**src/rtl/riscv_ctrl_pkg.sv**
```systemverilog
// rtl/riscv_ctrl_pkg.sv - state encodings and control constants for the multi-cycle RV32 controller
// The TRAP state exists only when RISCV_MC_ILLEGAL_TRAP_EN is defined.
package riscv_ctrl_pkg;

  typedef enum logic [3:0] {
    ST_IDLE   = 4'd0,
    ST_FETCH  = 4'd1,
    ST_DECODE = 4'd2,
    ST_MEMADR = 4'd3,
    ST_MEMRD  = 4'd4,
    ST_MEMWB  = 4'd5,
    ST_MEMWR  = 4'd6,
    ST_EXEC_R = 4'd7,
    ST_EXEC_I = 4'd8,
    ST_ALUWB  = 4'd9,
    ST_BRANCH = 4'd10
`ifdef RISCV_MC_ILLEGAL_TRAP_EN
    , ST_TRAP = 4'd11
`endif
  } state_e;

  localparam logic [6:0] OPC_LOAD   = 7'b0000011;
  localparam logic [6:0] OPC_STORE  = 7'b0100011;
  localparam logic [6:0] OPC_RTYPE  = 7'b0110011;
  localparam logic [6:0] OPC_ITYPE  = 7'b0010011;
  localparam logic [6:0] OPC_BRANCH = 7'b1100011;

  localparam logic [1:0] ALUOP_ADD   = 2'b00;
  localparam logic [1:0] ALUOP_SUB   = 2'b01;
  localparam logic [1:0] ALUOP_FUNCT = 2'b10;

  localparam logic [1:0] SRCA_PC    = 2'b00;
  localparam logic [1:0] SRCA_OLDPC = 2'b01;
  localparam logic [1:0] SRCA_RS1   = 2'b10;

  localparam logic [1:0] SRCB_RS2  = 2'b00;
  localparam logic [1:0] SRCB_IMM  = 2'b01;
  localparam logic [1:0] SRCB_FOUR = 2'b10;

  localparam logic [1:0] RES_ALUOUT  = 2'b00;
  localparam logic [1:0] RES_MEMDATA = 2'b01;
  localparam logic [1:0] RES_ALU     = 2'b10;

  localparam logic [2:0] F3_BEQ = 3'b000;

  // DECODE dispatch; the caller chooses where unknown opcodes go.
  function automatic state_e dispatch(input logic [6:0] opc, input state_e unknown_next);
    state_e nxt;
    nxt = unknown_next;
    case (opc)
      OPC_LOAD, OPC_STORE: nxt = ST_MEMADR;
      OPC_RTYPE:           nxt = ST_EXEC_R;
      OPC_ITYPE:           nxt = ST_EXEC_I;
      OPC_BRANCH:          nxt = ST_BRANCH;
      default:             nxt = unknown_next;
    endcase
    return nxt;
  endfunction

endpackage

```
**src/rtl/riscv_mc_out_decode.sv**
```systemverilog
// rtl/riscv_mc_out_decode.sv - combinational state to control-word decode for the multi-cycle controller
// Adds illegal_op_o when RISCV_MC_ILLEGAL_TRAP_EN is defined.
module riscv_mc_out_decode
  import riscv_ctrl_pkg::*;
(
  input  state_e     state_i,
  input  logic       mem_ready_i,
  input  logic       zero_i,
  input  logic [2:0] funct3_i,
  output logic       mem_req_o,
  output logic       mem_we_o,
  output logic       adr_src_o,
  output logic       ir_write_o,
  output logic       pc_write_o,
  output logic       reg_write_o,
  output logic [1:0] alu_src_a_o,
  output logic [1:0] alu_src_b_o,
  output logic [1:0] alu_op_o,
  output logic [1:0] result_src_o
`ifdef RISCV_MC_ILLEGAL_TRAP_EN
  ,
  output logic       illegal_op_o
`endif
);

  always_comb begin
    mem_req_o    = 1'b0;
    mem_we_o     = 1'b0;
    adr_src_o    = 1'b0;
    ir_write_o   = 1'b0;
    pc_write_o   = 1'b0;
    reg_write_o  = 1'b0;
    alu_src_a_o  = SRCA_PC;
    alu_src_b_o  = SRCB_RS2;
    alu_op_o     = ALUOP_ADD;
    result_src_o = RES_ALUOUT;
`ifdef RISCV_MC_ILLEGAL_TRAP_EN
    illegal_op_o = 1'b0;
`endif
    case (state_i)
      ST_FETCH: begin
        // IR and PC+4 are captured only in the cycle the memory completes.
        mem_req_o    = 1'b1;
        adr_src_o    = 1'b0;
        alu_src_a_o  = SRCA_PC;
        alu_src_b_o  = SRCB_FOUR;
        alu_op_o     = ALUOP_ADD;
        result_src_o = RES_ALU;
        ir_write_o   = mem_ready_i;
        pc_write_o   = mem_ready_i;
      end
      ST_DECODE: begin
        alu_src_a_o = SRCA_OLDPC;
        alu_src_b_o = SRCB_IMM;
        alu_op_o    = ALUOP_ADD;
      end
      ST_MEMADR, ST_EXEC_I: begin
        alu_src_a_o = SRCA_RS1;
        alu_src_b_o = SRCB_IMM;
        alu_op_o    = ALUOP_ADD;
      end
      ST_MEMRD: begin
        mem_req_o = 1'b1;
        adr_src_o = 1'b1;
      end
      ST_MEMWB: begin
        reg_write_o  = 1'b1;
        result_src_o = RES_MEMDATA;
      end
      ST_MEMWR: begin
        mem_req_o = 1'b1;
        mem_we_o  = 1'b1;
        adr_src_o = 1'b1;
      end
      ST_EXEC_R: begin
        alu_src_a_o = SRCA_RS1;
        alu_src_b_o = SRCB_RS2;
        alu_op_o    = ALUOP_FUNCT;
      end
      ST_ALUWB: begin
        reg_write_o  = 1'b1;
        result_src_o = RES_ALUOUT;
      end
      ST_BRANCH: begin
        alu_src_a_o  = SRCA_RS1;
        alu_src_b_o  = SRCB_RS2;
        alu_op_o     = ALUOP_SUB;
        result_src_o = RES_ALUOUT;
        pc_write_o   = zero_i && (funct3_i == F3_BEQ);
      end
`ifdef RISCV_MC_ILLEGAL_TRAP_EN
      ST_TRAP: illegal_op_o = 1'b1;
`endif
      default: ;
    endcase
  end

endmodule

```
**src/rtl/riscv_multicycle_ctrl.sv**
```systemverilog
// rtl/riscv_multicycle_ctrl.sv - main control FSM and retired-instruction counter of the multi-cycle RV32 core
// Define RISCV_MC_ILLEGAL_TRAP_EN to send unknown opcodes to an absorbing TRAP state with illegal_op.
module riscv_multicycle_ctrl
  import riscv_ctrl_pkg::*;
#(
  parameter int CNT_W   = 32,
  parameter int ALUOP_W = 2
) (
  input  logic               clk,
  input  logic               rst_n,
  input  logic [6:0]         opcode,
  input  logic [2:0]         funct3,
  input  logic               zero,
  input  logic               mem_ready,
  output logic               mem_req,
  output logic               mem_we,
  output logic               adr_src,
  output logic               ir_write,
  output logic               pc_write,
  output logic               reg_write,
  output logic [1:0]         alu_src_a,
  output logic [1:0]         alu_src_b,
  output logic [ALUOP_W-1:0] alu_op,
  output logic [1:0]         result_src,
  output logic [CNT_W-1:0]   instret,
  output logic [3:0]         state_o
`ifdef RISCV_MC_ILLEGAL_TRAP_EN
  ,
  output logic               illegal_op
`endif
);

  state_e           state_q, state_d;
  logic [CNT_W-1:0] instret_q, instret_d;
  logic [1:0]       alu_op_w;
  logic             retire;

  always_comb begin
    state_d = state_q;
    case (state_q)
      ST_IDLE:   state_d = ST_FETCH;
      ST_FETCH:  if (mem_ready) state_d = ST_DECODE;
`ifdef RISCV_MC_ILLEGAL_TRAP_EN
      ST_DECODE: state_d = dispatch(opcode, ST_TRAP);
      ST_TRAP:   state_d = ST_TRAP;
`else
      ST_DECODE: state_d = dispatch(opcode, ST_FETCH);
`endif
      ST_MEMADR: state_d = (opcode == OPC_LOAD) ? ST_MEMRD : ST_MEMWR;
      ST_MEMRD:  if (mem_ready) state_d = ST_MEMWB;
      ST_MEMWB:  state_d = ST_FETCH;
      ST_MEMWR:  if (mem_ready) state_d = ST_FETCH;
      ST_EXEC_R: state_d = ST_ALUWB;
      ST_EXEC_I: state_d = ST_ALUWB;
      ST_ALUWB:  state_d = ST_FETCH;
      ST_BRANCH: state_d = ST_FETCH;
      default:   state_d = ST_IDLE;
    endcase
  end

  // Only completed instructions count; the unknown-opcode DECODE->FETCH path does not.
  always_comb begin
    retire = 1'b0;
    if (state_d == ST_FETCH) begin
      case (state_q)
        ST_MEMWB, ST_MEMWR, ST_ALUWB, ST_BRANCH: retire = 1'b1;
        default:                                 retire = 1'b0;
      endcase
    end
    instret_d = retire ? instret_q + CNT_W'(1) : instret_q;
  end

  always_ff @(posedge clk) begin
    if (!rst_n) begin
      state_q   <= ST_IDLE;
      instret_q <= '0;
    end else begin
      state_q   <= state_d;
      instret_q <= instret_d;
    end
  end

  riscv_mc_out_decode u_out_decode (
    .state_i      (state_q),
    .mem_ready_i  (mem_ready),
    .zero_i       (zero),
    .funct3_i     (funct3),
    .mem_req_o    (mem_req),
    .mem_we_o     (mem_we),
    .adr_src_o    (adr_src),
    .ir_write_o   (ir_write),
    .pc_write_o   (pc_write),
    .reg_write_o  (reg_write),
    .alu_src_a_o  (alu_src_a),
    .alu_src_b_o  (alu_src_b),
    .alu_op_o     (alu_op_w),
    .result_src_o (result_src)
`ifdef RISCV_MC_ILLEGAL_TRAP_EN
    ,
    .illegal_op_o (illegal_op)
`endif
  );

  assign alu_op  = ALUOP_W'(alu_op_w);
  assign instret = instret_q;
  assign state_o = state_q;

endmodule

```
**config.mk**
```make
export PLATFORM = sky130hd
export DESIGN_NAME = riscv_multicycle_ctrl
export DESIGN_NICKNAME = d
export VERILOG_FILES = /design/src/rtl/riscv_ctrl_pkg.sv /design/src/rtl/riscv_mc_out_decode.sv /design/src/rtl/riscv_multicycle_ctrl.sv
export SDC_FILE = /design/constraint.sdc
export NUM_CORES = 1
export LEC_CHECK = 0
export BUFFER_PORTS_ARGS = -buffer_cell sky130_fd_sc_hd__buf_2
export CAP_MARGIN = 20
export CORE_MARGIN = 5
export CORE_UTILIZATION = 54
export CTS_BUF_LIST = sky130_fd_sc_hd__clkbuf_16
export DETAILED_ROUTE_END_ITERATION = 8
export PLACE_DENSITY = 0.88
export SLEW_MARGIN = 20
export SYNTH_ARGS = -nofsm -noshare
export SYNTH_HDL_FRONTEND = slang
export SYNTH_SLANG_ARGS = --single-unit
```
**constraint.sdc**
```tcl
create_clock -name clk -period 5.8 [get_ports clk]
set_clock_uncertainty 0.05 [all_clocks]
set_input_delay 1.16 -clock clk [delete_from_list [all_inputs] [get_ports clk]]
set_output_delay 1.16 -clock clk [all_outputs]
set_load 0.01 [all_outputs]
```
# --- Yosys cells after proc, flatten, opt, wreduce, memory -nomap -nowiden ---
# Cells that the tools add are included.
word_totals:
  ff_bits: 36
  output_inout_bits: 50
op_classes:
  n_addsub: 1
  n_eq_ne: 16
  muxes: 18
  n_reduce_logical: 12
ops:
  columns: ["operator", "n"]
  rows:
  - ["adder 32 x 1 -> 32 bit (second input constant)", 1]
  - ["one-hot mux 4 bit (7 select lines)", 1]
  - ["equality test 4 x 3 -> 1 bit (second input constant)", 4]
  - ["one-hot mux 2 bit (2 select lines)", 4]
  - ["one-hot mux 4 bit (4 select lines)", 1]
  - ["equality test 7 x 6 -> 1 bit (second input constant)", 2]
  - ["equality test 4 bit (second input constant)", 3]
  - ["2-to-1 mux 4 bit", 3]
  - ["OR reduction 4 bit", 3]
  - ["equality test 4 x 1 -> 1 bit (second input constant)", 2]
  - ["equality test 4 x 2 -> 1 bit (second input constant)", 2]
  - ["OR reduction 2 bit", 4]
  - ["equality test 7 x 2 -> 1 bit (second input constant)", 1]
  - ["equality test 7 x 5 -> 1 bit (second input constant)", 1]
  - ["equality test 7 bit (second input constant)", 1]
  - ["2-to-1 mux 1 bit", 7]
  - ["OR reduction 3 bit", 2]
  - ["zero test 4 bit", 1]
  - ["zero test 3 bit", 1]
  - ["2-to-1 mux 2 bit", 1]
  - ["one-hot mux 1 bit (2 select lines)", 1]
  - ["logical AND 1 bit", 1]

# --- Longest topological paths before layout ---
depth:
  word_depth: 6
  mapped_depth: 7
  ltp_nobuf: 6

# --- Hierarchy ---
# Synthesis repeated with hierarchy kept, for this count alone.
hier_totals:
  hier_cells: 267
  hier_area_um2: 2189.6
modules_own_cells:
  columns: ["module", "instances", "cells_each", "area_each_um2", "seq_area_each_um2"]
  rows:
  - ["riscv_multicycle_ctrl", 1, 245, 2025.7, 720.7]
  - ["riscv_mc_out_decode", 1, 22, 163.9, 0.0]

# --- Worst setup path after synthesis ---
# Ideal clock, no wire load.
synth_path:
  kind: "input port to output port"
  start: "input funct3[1]"
  end: "output pc_write"
  arrival_ps: 1613
  t_required_ps: 4590
  setup_slack_ps: 2977
  cell_stages: 2
  cell_sequence: "nor4b_1 > a21o_1"
synth_via:
  elab_chain_cells: 3
synth_lines:
  columns: ["element", "line", "source"]
  rows:
  - ["from (decl)", "riscv_multicycle_ctrl.sv:12", "input logic [2:0] funct3,"]
  - ["zero test 3 bit", "riscv_mc_out_decode.sv:89", "pc_write_o = zero_i && (funct3_i == F3_BEQ);"]
  - ["logical AND 1 bit", "riscv_mc_out_decode.sv:89", null]
  - ["one-hot mux 1 bit (2 select lines)", "riscv_mc_out_decode.sv:40", "case (state_i)"]
  - ["to (decl)", "riscv_multicycle_ctrl.sv:19", "output logic pc_write,"]
# No other way between the ends.

# --- Worst setup path in the final report ---
# Ends and elaborated chain as after synthesis.

==> impl_results.md <==
* Synthesis-to-layout area growth at 24.49%
* Count of final hold-check violations at 0
* CTS tree: done
* Period utilization at 0.5259
* Root buffer cell: clkbuf_16
* PnR Total Power at 594.2 uW
* Syn Nets at 265
* Vias in the first global route at 1838
* Full die area at 4939 sq um
* Ys flop type: dfxtp_1
* Reg2reg start: state_o[0]$_SDFF_PN0_
* Drt pass-1 iters at 4
* Cells after Synth at 250
* Post-CTS resize count at 0
* Hold Path Cell Cnt at 2
* Status: complete, no violations
* N_diodes at 0
* Die Ht at 70.28 microns
* CP max stage cell: nor4b_1
* Wirelength per Cell at 13.81 microns
* Leak at between 0.001 and 0.0015 uW
* Vias per cell at 5.660
* Final setup violation count at 0
* Sw power at 126.7 uW
* Critical path required time at 4590 ps
* Area of the core at 3416 sq um
* WP data arrival at approximately 1800 ps
* Synth area leaders: dfxtp_1, nor2_1, xor2_1, nand4_1, a21oi_1
* Synth area leader: dfxtp_1
* Nets at between 300 and 400
* Ys async rst share at 0
* Post-CTS Hold Fix Bufs at 0
* GRT Total Usage at 0.2019
* Die width at 70.28 microns
* P_int at between 400 and 500 uW
* Vias at 2015
* Fin Hold WS at 442.0 ps
* Setup CP Type: in -> out
* Largest net degree at the start of global routing at 34
* Final HPWL DP at ~3600 microns
* Hold path start: instret[31]$_SDFFE_PN0P_
* RSZ-0062 raised after global routing: false
* Clock Sinks at 36
* Clock group share of total power at 0.500
* IO buf count at 63
* Max Slew Vio Count at 0
* Crit path launch: funct3[1]
* Max Clock Freq at 0.3278 GHz
* Most common cell in the synthesized netlist: dfxtp_1
* Switching share of power at 0.2132
* # fillers at 300
* CTS max path bufs at 2
* Peak supply drop at approximately 190 uV
* PwrDens at between 200 and 250 nW/um^2
* Sequential share of the synthesized area at 0.3673
* Row cnt at 21
* GP Congestion at 0.8361
* Post-synth top cells: dfxtp_1, nor2_1, nand2_1
* Combinational power share at 0.071
* CP endpoint kind: primary output
* CP most frequent cell: buf_2
* Avg Synthesized Cell Area at 7.848 sq um
* GR Overflow Total at 0
* Relative slew slack at 0.2569
* Synth Register Bits at 36
* Startpoint Class: primary input
* Fin crit period at 3050 ps
* Initial Util at 0.5744
* Post-route DRC at 0
* Antenna violations before repair at 0
* Mapped cell area at 1962 sq um
* Routed WL at a little under 5000 microns
* Share of cells above drive strength 1 at 0.2484
* Hold Path Class: reg -> reg
* Wire length of the first global-routing pass at 8328 microns
* Worst Max-Slew Pin Slew at 1113 ps
* Post-CTS Setup Bufs at 0
* Yosys top cell area share at 0.3673
* H-tree depth at 2
* Worst reg2reg path depth at 5
* CTS buffer count at 5
* Worst-Skew Late Latency at about 280 ps
* Setup TNS at 0 ps
* Yosys warns at 0
* # IOs at 64
* Critical path cell sequence: buf_2, nor4b_1, a21o_1, buf_2
* Max Cap Violations at 0
* Reg power frac at 0.429
* Clock transition at path regs at 60 ps
* Post-route ant nets at 0
* First-iteration detailed-routing DRC count at 162
* CP Max Fanout at 1
* Yosys cell types at 44
* Post-synth EDFFs at 0
* CP max stage delay at 310 ps
worst paths after layout:
kind / slack, ps / endpoint
setup / recovery: 2750 / pc_write
hold / removal: 440 / instret[31]$_SDFFE_PN0P_
setup reg to reg: 3280 / instret[22]$_SDFFE_PN0P_
hold reg to reg: 440 / instret[31]$_SDFFE_PN0P_
area by class of cell:
cell class	instances	area [sq um]	share of cell area
well taps	46	57.56	0.02357
flip-flops and latches	36	720.7	0.2951
inverters	5	18.77	0.007684
clock buffers	5	125.1	0.05123
clock inverters	3	38.79	0.01588
multi-input cells	198	1166	0.4775
repair buffers	63	315.3	0.1291
metrics by stage:
stage               setup slack [ps]  std cells  utilization  cell area [sq um]
global route                    2623        356       0.7150               2442
floorplan                       2977        250            -               1962
detailed placement              2681        348       0.6670               2278
finish                          2750        356       0.7150               2442
CTS                             2729        356       0.7150               2442
global placement                2741        348       0.6670               2278
state kept, by name, summed over array words and instances, names as in the netlist:
register and count:
instret 32, state_o 4
per-layer routing:
layer | GRT usage | up-vias | wire length (microns)
li1 | - | 1009 | -
met1 | 0.2531 | 929 | 2132
met2 | 0.3358 | 72 | 2356
met3 | 0.06456 | 5 | 407
met4 | 0.04681 | 0 | 21
met5 | 0 | - | 0
kinds of logic (layout without fill, tap and decap cells):
| group | Yosys count | after routing | synth area share |
|---|---|---|---|
| simple gates | 134 | 134 | 0.3629 |
| flops | 36 | 36 | 0.3673 |
| compound gates | 42 | 42 | 0.1288 |
| xor+xnor | 21 | 21 | 0.09375 |
| buf+inv | 16 | 76 | 0.04082 |
| fa+ha+maj | 1 | 1 | 0.006377 |
critical path, delay by kind of cell:
kind	cells	cell delay [ps]
simple gates	1	310
buf+inv	2	220
compound gates	1	160
power by group through the flow:
stage / Sequential [uW] / Clock, uW / Combinational, uW
after detailed placement: 260 / 0 / 42.6
final: 255 / 297 / 42.2
after CTS: 255 / 298 / 42.5
after global routing: 255 / 312 / 47.4
after global placement: 260 / 0 / 41.8
after floorplan: 257 / 0 / 30.6
layout by cell type (no fill, tap or decap), types with 2 or more instances in the layout:
| master | instances |
|---|---|
| nor3b_1 | 2 |
| and3_1 | 6 |
| o21ai_0 | 6 |
| and4_1 | 3 |
| buf_2 | 63 |
| nand3_1 | 13 |
| nor2b_1 | 2 |
| clkbuf_16 | 5 |
| nor3_1 | 7 |
| or2_2 | 2 |
| nor2_1 | 31 |
| o21ai_1 | 6 |
| nand2_1 | 21 |
| xnor2_1 | 9 |
| xor2_1 | 12 |
| or3_1 | 11 |
| o21bai_1 | 2 |
| inv_1 | 6 |
| a21oi_1 | 18 |
| nand4_1 | 15 |
| nor4_1 | 3 |
| dfxtp_1 | 36 |
| or4_1 | 2 |
| and2_1 | 5 |
| nand2b_1 | 5 |
No activity file was read; power rests on OpenSTA's default activity.
